File: src/rtl/uart_pkg.sv
// uart_pkg: register offsets, transmitter states and STATUS bit positions shared by the UART blocks
package uart_pkg;
  localparam logic [1:0] TXDATA  = 2'd0;
  localparam logic [1:0] STATUS  = 2'd1;
  localparam logic [1:0] BAUDDIV = 2'd2;
  localparam logic [1:0] CTRL    = 2'd3;
  localparam int ST_FULL  = 0;
  localparam int ST_EMPTY = 1;
  localparam int ST_BUSY  = 2;
  localparam int ST_OVF   = 3;
  typedef enum logic [1:0] {IDLE, START, DATA, STOP} tx_state_e;
  function automatic logic [15:0] eff_div(input logic [15:0] d);
    return d == 16'd0 ? 16'd1 : d;
  endfunction
endpackage

File: src/rtl/uart_tx_periph_fifo.sv
// sync_fifo: single-clock FIFO with occupancy count; a push while full is accepted only alongside a pop
module sync_fifo #(
  parameter int WIDTH = 8,
  parameter int DEPTH = 16
) (
  input  logic                   clk,
  input  logic                   reset,
  input  logic                   push,
  input  logic                   pop,
  input  logic [WIDTH-1:0]       din,
  output logic [WIDTH-1:0]       dout,
  output logic                   full,
  output logic                   empty,
  output logic [$clog2(DEPTH):0] count
);
  localparam int AW = $clog2(DEPTH);
  logic [WIDTH-1:0] mem [DEPTH];
  logic [AW-1:0] wp, rp;
  logic do_push, do_pop;
  assign do_pop  = pop && !empty;
  assign do_push = push && (!full || do_pop);
  assign full    = count == (AW+1)'(DEPTH);
  assign empty   = count == '0;
  assign dout    = mem[rp];
  // storage is not reset; pointers and count alone define which entries are valid
  always_ff @(posedge clk)
    if (do_push) mem[wp] <= din;
  // pointers wrap naturally at the power-of-two depth
  always_ff @(posedge clk or posedge reset)
    if (reset) begin
      wp    <= '0;
      rp    <= '0;
      count <= '0;
    end else begin
      if (do_push) wp <= wp + AW'(1);
      if (do_pop) rp <= rp + AW'(1);
      count <= count + (AW+1)'(do_push) - (AW+1)'(do_pop);
    end
endmodule

File: src/rtl/uart_tx_periph.sv
// uart_tx_periph: bus-mapped 8N1 UART transmitter with TX FIFO; UART_TX_IRQ_EN adds the irq output and CTRL[1]
module uart_tx_periph
  import uart_pkg::*;
#(
  parameter int FIFO_DEPTH   = 16,
  parameter int BAUD_DIV_RST = 868
) (
  input  logic        clk,
  input  logic        reset,
  input  logic        sel,
  input  logic        busWe,
  input  logic [31:0] busAddr,
  input  logic [31:0] busWData,
  output logic [31:0] busRData,
  output logic        txd
`ifdef UART_TX_IRQ_EN
  ,
  output logic        irq
`endif
);
  localparam int CW = $clog2(FIFO_DEPTH) + 1;
  logic [1:0] ra;
  logic wr, push, pop, full, empty, busy, tick, ovf, tx_en, irq_rd;
  logic [CW-1:0] count;
  logic [7:0] head, shift;
  logic [15:0] bauddiv, div_eff, cnt;
  logic [2:0] bitn;
  logic [31:0] status;
  tx_state_e state, nstate;
  logic unused;
  assign unused  = ^{busAddr[31:4], busAddr[1:0], busWData[31:16]};
  assign ra      = busAddr[3:2];
  assign wr      = sel && busWe;
  assign push    = wr && ra == TXDATA;
  assign div_eff = eff_div(bauddiv);
  assign tick    = cnt == 16'd0;
  assign busy    = state != IDLE;
  assign txd     = state == START ? 1'b0 : state == DATA ? shift[0] : 1'b1;

  sync_fifo #(.WIDTH(8), .DEPTH(FIFO_DEPTH)) u_fifo (
    .clk(clk), .reset(reset), .push(push), .pop(pop), .din(busWData[7:0]),
    .dout(head), .full(full), .empty(empty), .count(count)
  );

  // next state: a frame starts only from IDLE with tx_en set and data queued; bits advance on baud ticks
  always_comb begin
    pop    = state == IDLE && tx_en && !empty;
    nstate = state == IDLE ? (pop ? START : IDLE) :
             !tick ? state :
             state == START ? DATA :
             state == DATA ? (bitn == 3'd7 ? STOP : DATA) : IDLE;
  end

  // state register; async reset aborts a frame and forces txd high at once
  always_ff @(posedge clk or posedge reset)
    if (reset) state <= IDLE;
    else state <= nstate;

  // baud down-counter reloads from the live divisor only at bit boundaries, so divisor writes never cut a bit short
  always_ff @(posedge clk or posedge reset)
    if (reset) begin
      cnt   <= '0;
      shift <= '0;
      bitn  <= '0;
    end else if (pop) begin
      cnt   <= div_eff - 16'd1;
      shift <= head;
      bitn  <= '0;
    end else if (busy) begin
      cnt <= tick ? div_eff - 16'd1 : cnt - 16'd1;
      if (tick && state == DATA) begin
        shift <= shift >> 1;
        bitn  <= bitn + 3'd1;
      end
    end

  // register file; a dropped push outranks a same-cycle overflow clear
  always_ff @(posedge clk or posedge reset)
    if (reset) begin
      ovf     <= 1'b0;
      bauddiv <= 16'(BAUD_DIV_RST);
      tx_en   <= 1'b0;
    end else begin
      ovf <= (ovf && !(wr && ra == STATUS && busWData[ST_OVF])) || (push && full && !pop);
      if (wr && ra == BAUDDIV) bauddiv <= busWData[15:0];
      if (wr && ra == CTRL) tx_en <= busWData[0];
    end

`ifdef UART_TX_IRQ_EN
  // irq is a registered level: enabled, nothing queued and the line idle
  always_ff @(posedge clk or posedge reset)
    if (reset) begin
      irq_rd <= 1'b0;
      irq    <= 1'b0;
    end else begin
      if (wr && ra == CTRL) irq_rd <= busWData[1];
      irq <= irq_rd && empty && !busy;
    end
`else
  assign irq_rd = 1'b0;
`endif

  // STATUS word assembly and combinational read mux
  always_comb begin
    status           = '0;
    status[ST_FULL]  = full;
    status[ST_EMPTY] = empty;
    status[ST_BUSY]  = busy;
    status[ST_OVF]   = ovf;
    status[15:8]     = 8'(count);
    busRData = !sel ? '0 :
               ra == STATUS ? status :
               ra == BAUDDIV ? {16'b0, bauddiv} :
               ra == CTRL ? {30'b0, irq_rd, tx_en} : '0;
  end
endmodule

File: config.mk
export PLATFORM = sky130hd
export DESIGN_NAME = uart_tx_periph
export DESIGN_NICKNAME = d
export VERILOG_FILES = /design/src/rtl/uart_pkg.sv /design/src/rtl/uart_tx_periph_fifo.sv /design/src/rtl/uart_tx_periph.sv
export SDC_FILE = /design/constraint.sdc
export NUM_CORES = 1
export LEC_CHECK = 0
export ABC_CLOCK_PERIOD_IN_PS = 5800
export BUFFER_PORTS_ARGS = -buffer_cell sky130_fd_sc_hd__buf_2
export CAP_MARGIN = 20
export CORE_AREA = 2 2 151 153
export DETAILED_ROUTE_END_ITERATION = 8
export DIE_AREA = 0 0 153 155
export PLACE_DENSITY = 0.55
export RECOVER_POWER = 100
export SYNTH_ARGS = -nofsm -noshare
export SYNTH_HDL_FRONTEND = slang
export SYNTH_SLANG_ARGS = --single-unit
File: constraint.sdc
create_clock -name clk -period 5.8 [get_ports clk]
set_input_delay 0.29 -clock clk [delete_from_list [all_inputs] [get_ports clk]]
set_output_delay 0.29 -clock clk [all_outputs]
set_load 0.01 [all_outputs]
==> flow_summary.ini, run 1 <==
[status]
status = finished, violations left
violations = capacitance limit, slew limit

[die]
die_y_um = 155
die_w_um = 153
core_region_area_sq_um = 22200
start_util_pct = 39.3
floorplan.rows = 55
dieArea_sq_um = 23700
ios = 101

[layout]
syn_to_final_growth_pct = 10.2
final_nets = 746
drive_gt1_share_pct = 15.8
diodes = 0
fin_cells = 956
layout_common_cells = edfxtp_1, dfrtp_1, nand2_1, nor2_1, mux4_2
layout_commonest_cell = edfxtp_1

[synth]
syn_area_per_cell_sq_um = 14.0
synth_cell_types = 65
ys_seq_area_share_pct = 61.2
ys_seq_elements = 188
netlist_area_sq_um = 8740
yosys.area.top_type = edfxtp_1
synth_cells = 626
yosysWarnings = 0
synthTopCellsByArea = edfxtp_1, dfrtp_1, mux4_2
async_reset_ff_share_pct = 31.9
netlist.area_leader.share_pct = 44.0
synth_ff_type = edfxtp_1
synth_edf_count = 128

[setup_path]
path_buf_inv = 5
cp_cell_sequence = inv_1 -> ha_1 -> or4b_2 -> nand3_1 -> inv_1 -> ha_1 -> inv_1 -> ha_1 -> inv_1 -> fa_1 -> inv_1 -> a21oi_1 -> nor2_1 -> nor2_1 -> xnor2_1
worstPathArrival_ps = 4470
rrSetupSlack_ps = 1650
worstPathRequired_ps = 6120
critical_path.max_stage_delay_ps = 680
path_common_cell = inv_1
slowest_stage = or4b_2
r2r-end = u_fifo.count[4]$_DFF_PP0_
path_depth = 15
reg2reg_depth = 15
startpoint_type = flop
r2r-start = u_fifo.count[3]$_DFF_PP0_
crit_family = simple AND/OR/NAND/NOR gates
crit_type = reg2reg
worstSetupEndpointType = flop
path_max_fanout = 24

[power]
peakVddDrop_mv = 0.237
power_density_nw_per_um2 = 437
p_leak_nw = 3.43
seq_power_share_pct = 44.5
p_sw_mw = 1.42
swShare_pct = 33.7
p_int_mw = 2.80
power_frac_clock_pct = 26.5
p_comb_share_pct = 29.0

[sta]
post-route-period-util_pct = 71.6
slew_viol_final = 82
setup_violations = 0
skew_ps = 8.86
hold_violations = 0
max_freq_mhz = 241
fin_tns_setup_ps = 0
slew_headroom_pct = -123
max_slew.worst_pin.slew_ps = 3350
rsz0062_at_grt = no
min_period_ps = 4150

[global_route]
grt_start_max_net_pins = 61
gr-total-overflow = 0
met2_usage_pct = 25.8
grt_pass1_vias = 5091
grt_use_met3_pct = 3.29
grt_pass1_wl_um = 29000
antenna_found_initial = 0
grt.total_usage_pct = 15.9
met1_usage_pct = 22.1
grt_busiest_layer = met2

[place]
dp_cells = 924
dp_hpwl_um = 12400
routabilityCongestion = 0.820
port_buffers = 38

[route]
final_antenna_net_count = 0
drcViolationCount = 0
via_per_inst = 5.34
avgRoutedWirePerCell_um = 19.1
wl_um = 18300
vias = 5107
drt-initial-drc-count = 347
firstDrtPassIters = 5

[min_path]
min-delay-path-class = in2reg
hp-start = busWData[11]
whs_endpoint = bauddiv[11]$_DFFE_PP0P_
hold_depth = 2

[cts]
postCtsSetupBuffers = 0
cts_resized = 0
ctsHoldBuffers = 0
cts_buffer_depth = 2
root_buffer = clkbuf_16
clk_pin_slew_worst_paths_ps = 70
htreeDepth = 4
cts_tree = built
cts_sinks = 188
cts_buffers = 17
insertion_delay_ps = 430

[run]
drv_cap = 4
state kept, by name (all words and copies together), names as in the netlist:
register      flops
u_fifo.rp         4
u_fifo.wp         4
bauddiv          16
u_fifo.count      5
ovf               1
shift             8
u_fifo.mem      128
cnt              16
state             2
tx_en             1
bitn              3
metal layers:
layer / part of all wire, % / vias to the layer above / wire length [um]
li1: - / 2396 / -
met2: 50 / 104 / 9080
met1: 47 / 2592 / 8560
met3: 2.7 / 15 / 494
met5: 0 / - / 0
met4: 0.87 / 0 / 159
synth_stat cells, drive strengths merged (13+ instances only):
cell    count
mux4       31
clkbuf     14
mux2i      21
dfrtp      55
nor2       33
o21ai      22
nand2      41
a21oi      21
nand3      17
inv        24
nor2b      14
edfxtp    128
xnor2      13
mux2       20
buf        31
ha         19
layout make-up:
class                           instances  area, sq um
Clock buffer                           18          429
Clock inverter                         14          141
Fill cell                            2033        12600
Inverter                               25         93.8
Multi-Input combinational cell        383         3080
Sequential cell                       188         5350
Tap cell                              285          357
Timing Repair Buffer                   43          185
kinds of logic after synthesis:
| kind of cell | share of synthesized area (%) |
|---|---|
| flops | 61.2 |
| simple gates | 10.4 |
| other cells | 0.0429 |
| compound gates | 6.41 |
| fa+ha+maj | 2.95 |
| buf+inv | 3.95 |
| xor+xnor | 2.10 |
| mux | 13.0 |
how the worst max path moves through the flow:
| stage | from | endpoint | slack [ps] |
|---|---|---|---|
| after floorplan | u_fifo.count[3]$_DFF_PP0_ | u_fifo.count[4]$_DFF_PP0_ | 2720 |
| after global placement | u_fifo.count[2]$_DFF_PP0_ | u_fifo.count[4]$_DFF_PP0_ | 2020 |
| after detailed placement | u_fifo.count[3]$_DFF_PP0_ | u_fifo.count[4]$_DFF_PP0_ | 2000 |
| after CTS | u_fifo.count[3]$_DFF_PP0_ | u_fifo.count[4]$_DFF_PP0_ | 2000 |
| after global routing | u_fifo.count[3]$_DFF_PP0_ | u_fifo.count[4]$_DFF_PP0_ | 1310 |
| final | u_fifo.count[3]$_DFF_PP0_ | u_fifo.count[4]$_DFF_PP0_ | 1650 |
power groups by stage:
stage | Sequential (mW) | Combinational (mW) | Clock (mW)
after global routing | 1.91 | 1.36 | 1.20
after detailed placement | 1.90 | 1.25 | 0
after floorplan | 1.77 | 1.05 | 0
final | 1.87 | 1.22 | 1.12
after global placement | 1.90 | 1.21 | 0
after CTS | 1.88 | 1.26 | 1.14
worst register-to-register path, delay by kind of cell (launching register included):
kind	cells	cell delay (ps)
AND/OR/NAND/NOR	4	1380
adder cells (fa/ha/maj)	4	1180
buffers and inverters	5	900
flip-flops	1	410
XOR/XNOR	1	110
AO/OA/AOI/OAI	1	60
stage by stage:
stage	power, mW	setup WS, ps	util [%]	hold slack (ps)	area [sq um]
floorplan	2.82	2720	-	389	8800
global placement	3.11	2020	41.1	507	9140
detailed placement	3.15	2000	41.1	521	9140
CTS	4.27	2000	43.7	79.5	9710
global route	4.47	1310	43.4	76.8	9640
finish	4.22	1650	43.4	88.1	9640
Power figures use the tool's default switching activity.
==> inputs of run 2 (changes only) <==
--- a/config.mk
+++ b/config.mk
@@ -5,7 +5,7 @@
 export SDC_FILE = /design/constraint.sdc
 export NUM_CORES = 1
 export LEC_CHECK = 0
-export ABC_CLOCK_PERIOD_IN_PS = 5800
+export ABC_CLOCK_PERIOD_IN_PS = 4200
 export BUFFER_PORTS_ARGS = -buffer_cell sky130_fd_sc_hd__buf_2
 export CAP_MARGIN = 20
 export CORE_AREA = 2 2 151 153
==> constraint.sdc (replaced) <==
create_clock -name clk -period 4.2 [get_ports clk]
set_input_delay 0.21 -clock clk [delete_from_list [all_inputs] [get_ports clk]]
set_output_delay 0.21 -clock clk [all_outputs]
set_load 0.01 [all_outputs]
==> run 2 against run 1 <==
The flow now finishes without violations. Non-clock buffer count increased by 10. Via count increased by 1.3%. Combinational power increased by 43%. Clock skew increased by 3.8 ps. Register-to-register slack got worse by 1000 ps. Critical path type unchanged. Sequential share of layout area decreased by 0.45 points. Critical endpoint unchanged. Setup slack got worse by 1000 ps. Largest cell class unchanged. Cell count increased by 1.0%. Highest routed layer unchanged.
==> flow_summary.ini, run 2 (synthesis results as in run 1) <==
[run]
drv_cap = 0

[power]
p_sw_mw = 2.01
swShare_pct = 34.3
peakVddDrop_mv = 0.296
p_leak_nw = 3.48
power_density_nw_per_um2 = 604
p_int_mw = 3.86
power_mw = 5.87
p_comb_share_pct = 29.7
seq_power_share_pct = 43.9
power_frac_clock_pct = 26.4

[setup_path]
worstPathArrival_ps = 3900
r2r-end = u_fifo.count[4]$_DFF_PP0_
crit_type = reg2reg
startpoint_type = flop
path_buf_inv = 5
crit_family = simple AND/OR/NAND/NOR gates
critical_path.max_stage_delay_ps = 670
cp_cell_sequence = inv_1 -> ha_1 -> or4b_2 -> nand3_1 -> inv_1 -> ha_1 -> inv_1 -> ha_1 -> inv_1 -> fa_1 -> inv_1 -> a21oi_1 -> nor2_1 -> nor2_1 -> xnor2_1
path_common_cell = inv_1
slowest_stage = or4b_2
worstPathRequired_ps = 4510
rrSetupSlack_ps = 620
r2r-start = u_fifo.count[2]$_DFF_PP0_
path_max_fanout = 17
reg2reg_depth = 15
worstSetupEndpointType = flop

[sta]
layout_setup_ws_ps = 617
hold_violations = 0
max_slew.worst_pin.slew_ps = 1130
skew_ps = 12.7
rsz0062_at_grt = no
min_period_ps = 3580
setup_violations = 0
post-route-period-util_pct = 85.3
slew_viol_final = 0
fin_tns_setup_ps = 0
max_freq_mhz = 279
slew_headroom_pct = 24.0
fin_hold_ws_ps = 4.38

[die]
die_w_um = 153
die_y_um = 155
start_util_pct = 39.3
ios = 101
floorplan.rows = 55
core_region_area_sq_um = 22200
dieArea_sq_um = 23700

[route]
via_per_inst = 5.36
wl_um = 18300
final_antenna_net_count = 0
vias = 5173
firstDrtPassIters = 5
drcViolationCount = 0
drt-initial-drc-count = 377
avgRoutedWirePerCell_um = 18.9

[layout]
diodes = 0
nFillCells = 2048
drive_gt1_share_pct = 16.7
layout_commonest_cell = edfxtp_1
reg.largest.list = u_fifo.mem x128, bauddiv x16, cnt x16
largest-register = u_fifo.mem
syn_to_final_growth_pct = 11.1
largest_reg_flops = 128
final_area_sq_um = 9720
layout_common_cells = edfxtp_1, dfrtp_1, nand2_1, clkbuf_1, nor2_1
final_nets = 756

[cts]
cts_buffers = 17
cts_buffer_depth = 2
cts_resized = 0
insertion_delay_ps = 430
ctsHoldBuffers = 1
clk_pin_slew_worst_paths_ps = 70
postCtsSetupBuffers = 0
cts_tree = built
root_buffer = clkbuf_16
htreeDepth = 4
cts_sinks = 188

[min_path]
min-delay-path-class = in2async

[status]
status = completed

[global_route]
grt_pass1_wl_um = 29600
gr-total-overflow = 0
grt.total_usage_pct = 16.1
antenna_found_initial = 0
grt_pass1_vias = 5344
grt_start_max_net_pins = 61

[place]
port_buffers = 38
placed_area_sq_um = 9190
dp_hpwl_um = 12500
routabilityCongestion = 0.818
place_ws_ps = 896
[run 2: final cells by class]
type | instances | area [sq um] | share of cell area, %
clock buffer | 17 | 425 | 4.38
clock inverter | 15 | 145 | 1.49
inverter | 25 | 93.8 | 0.966
multi-input combinational | 383 | 3090 | 31.8
sequential | 188 | 5350 | 55.1
tap | 285 | 357 | 3.67
timing repair buffer | 53 | 253 | 2.60
[run 2: power groups by stage]
| stage | Combinational (mW) | Clock (mW) | Sequential [mW] |
|---|---|---|---|
| CTS | 1.71 | 1.58 | 2.64 |
| global placement | 1.66 | 0 | 2.67 |
| finish | 1.74 | 1.55 | 2.57 |
| detailed placement | 1.70 | 0 | 2.68 |
| floorplan | 1.45 | 0 | 2.45 |
| global route | 1.96 | 1.66 | 2.62 |
[run 2: worst reg2reg max path, delay by kind of cell, from the launching register on]
kind / cells / cell delay, ps
AO/OA/AOI/OAI: 1 / 60
XOR/XNOR: 1 / 110
adder cells (fa/ha/maj): 4 / 1030
buffers and inverters: 5 / 480
flip-flops: 1 / 410
AND/OR/NAND/NOR: 4 / 1370
[run 2: per-layer routing]
metal	share of wire, %	global-route usage (%)	up-vias
li1	-	-	2411
met1	46	22.0	2664
met2	50	27.1	91
met3	2.8	2.73	7
met4	0.82	4.23	0
met5	0	0	-
[run 2: through the flow]
stage | std cells | utilization, %
2_1_floorplan | 641 | -
3_3_place_gp | 932 | 41.4
6_report | 966 | 43.7
3_5_place_dp | 932 | 41.4
4_1_cts | 965 | 44.0
5_1_grt | 966 | 43.7
[run 2: worst max path at each step]
stage,from,end,cells past startpoint
after floorplan,u_fifo.count[3]$_DFF_PP0_,u_fifo.count[4]$_DFF_PP0_,16
after global placement,u_fifo.count[2]$_DFF_PP0_,u_fifo.count[4]$_DFF_PP0_,15
after detailed placement,u_fifo.count[2]$_DFF_PP0_,u_fifo.count[4]$_DFF_PP0_,15
after CTS,u_fifo.count[2]$_DFF_PP0_,u_fifo.count[4]$_DFF_PP0_,15
after global routing,u_fifo.count[2]$_DFF_PP0_,u_fifo.count[4]$_DFF_PP0_,15
final,u_fifo.count[2]$_DFF_PP0_,u_fifo.count[4]$_DFF_PP0_,15
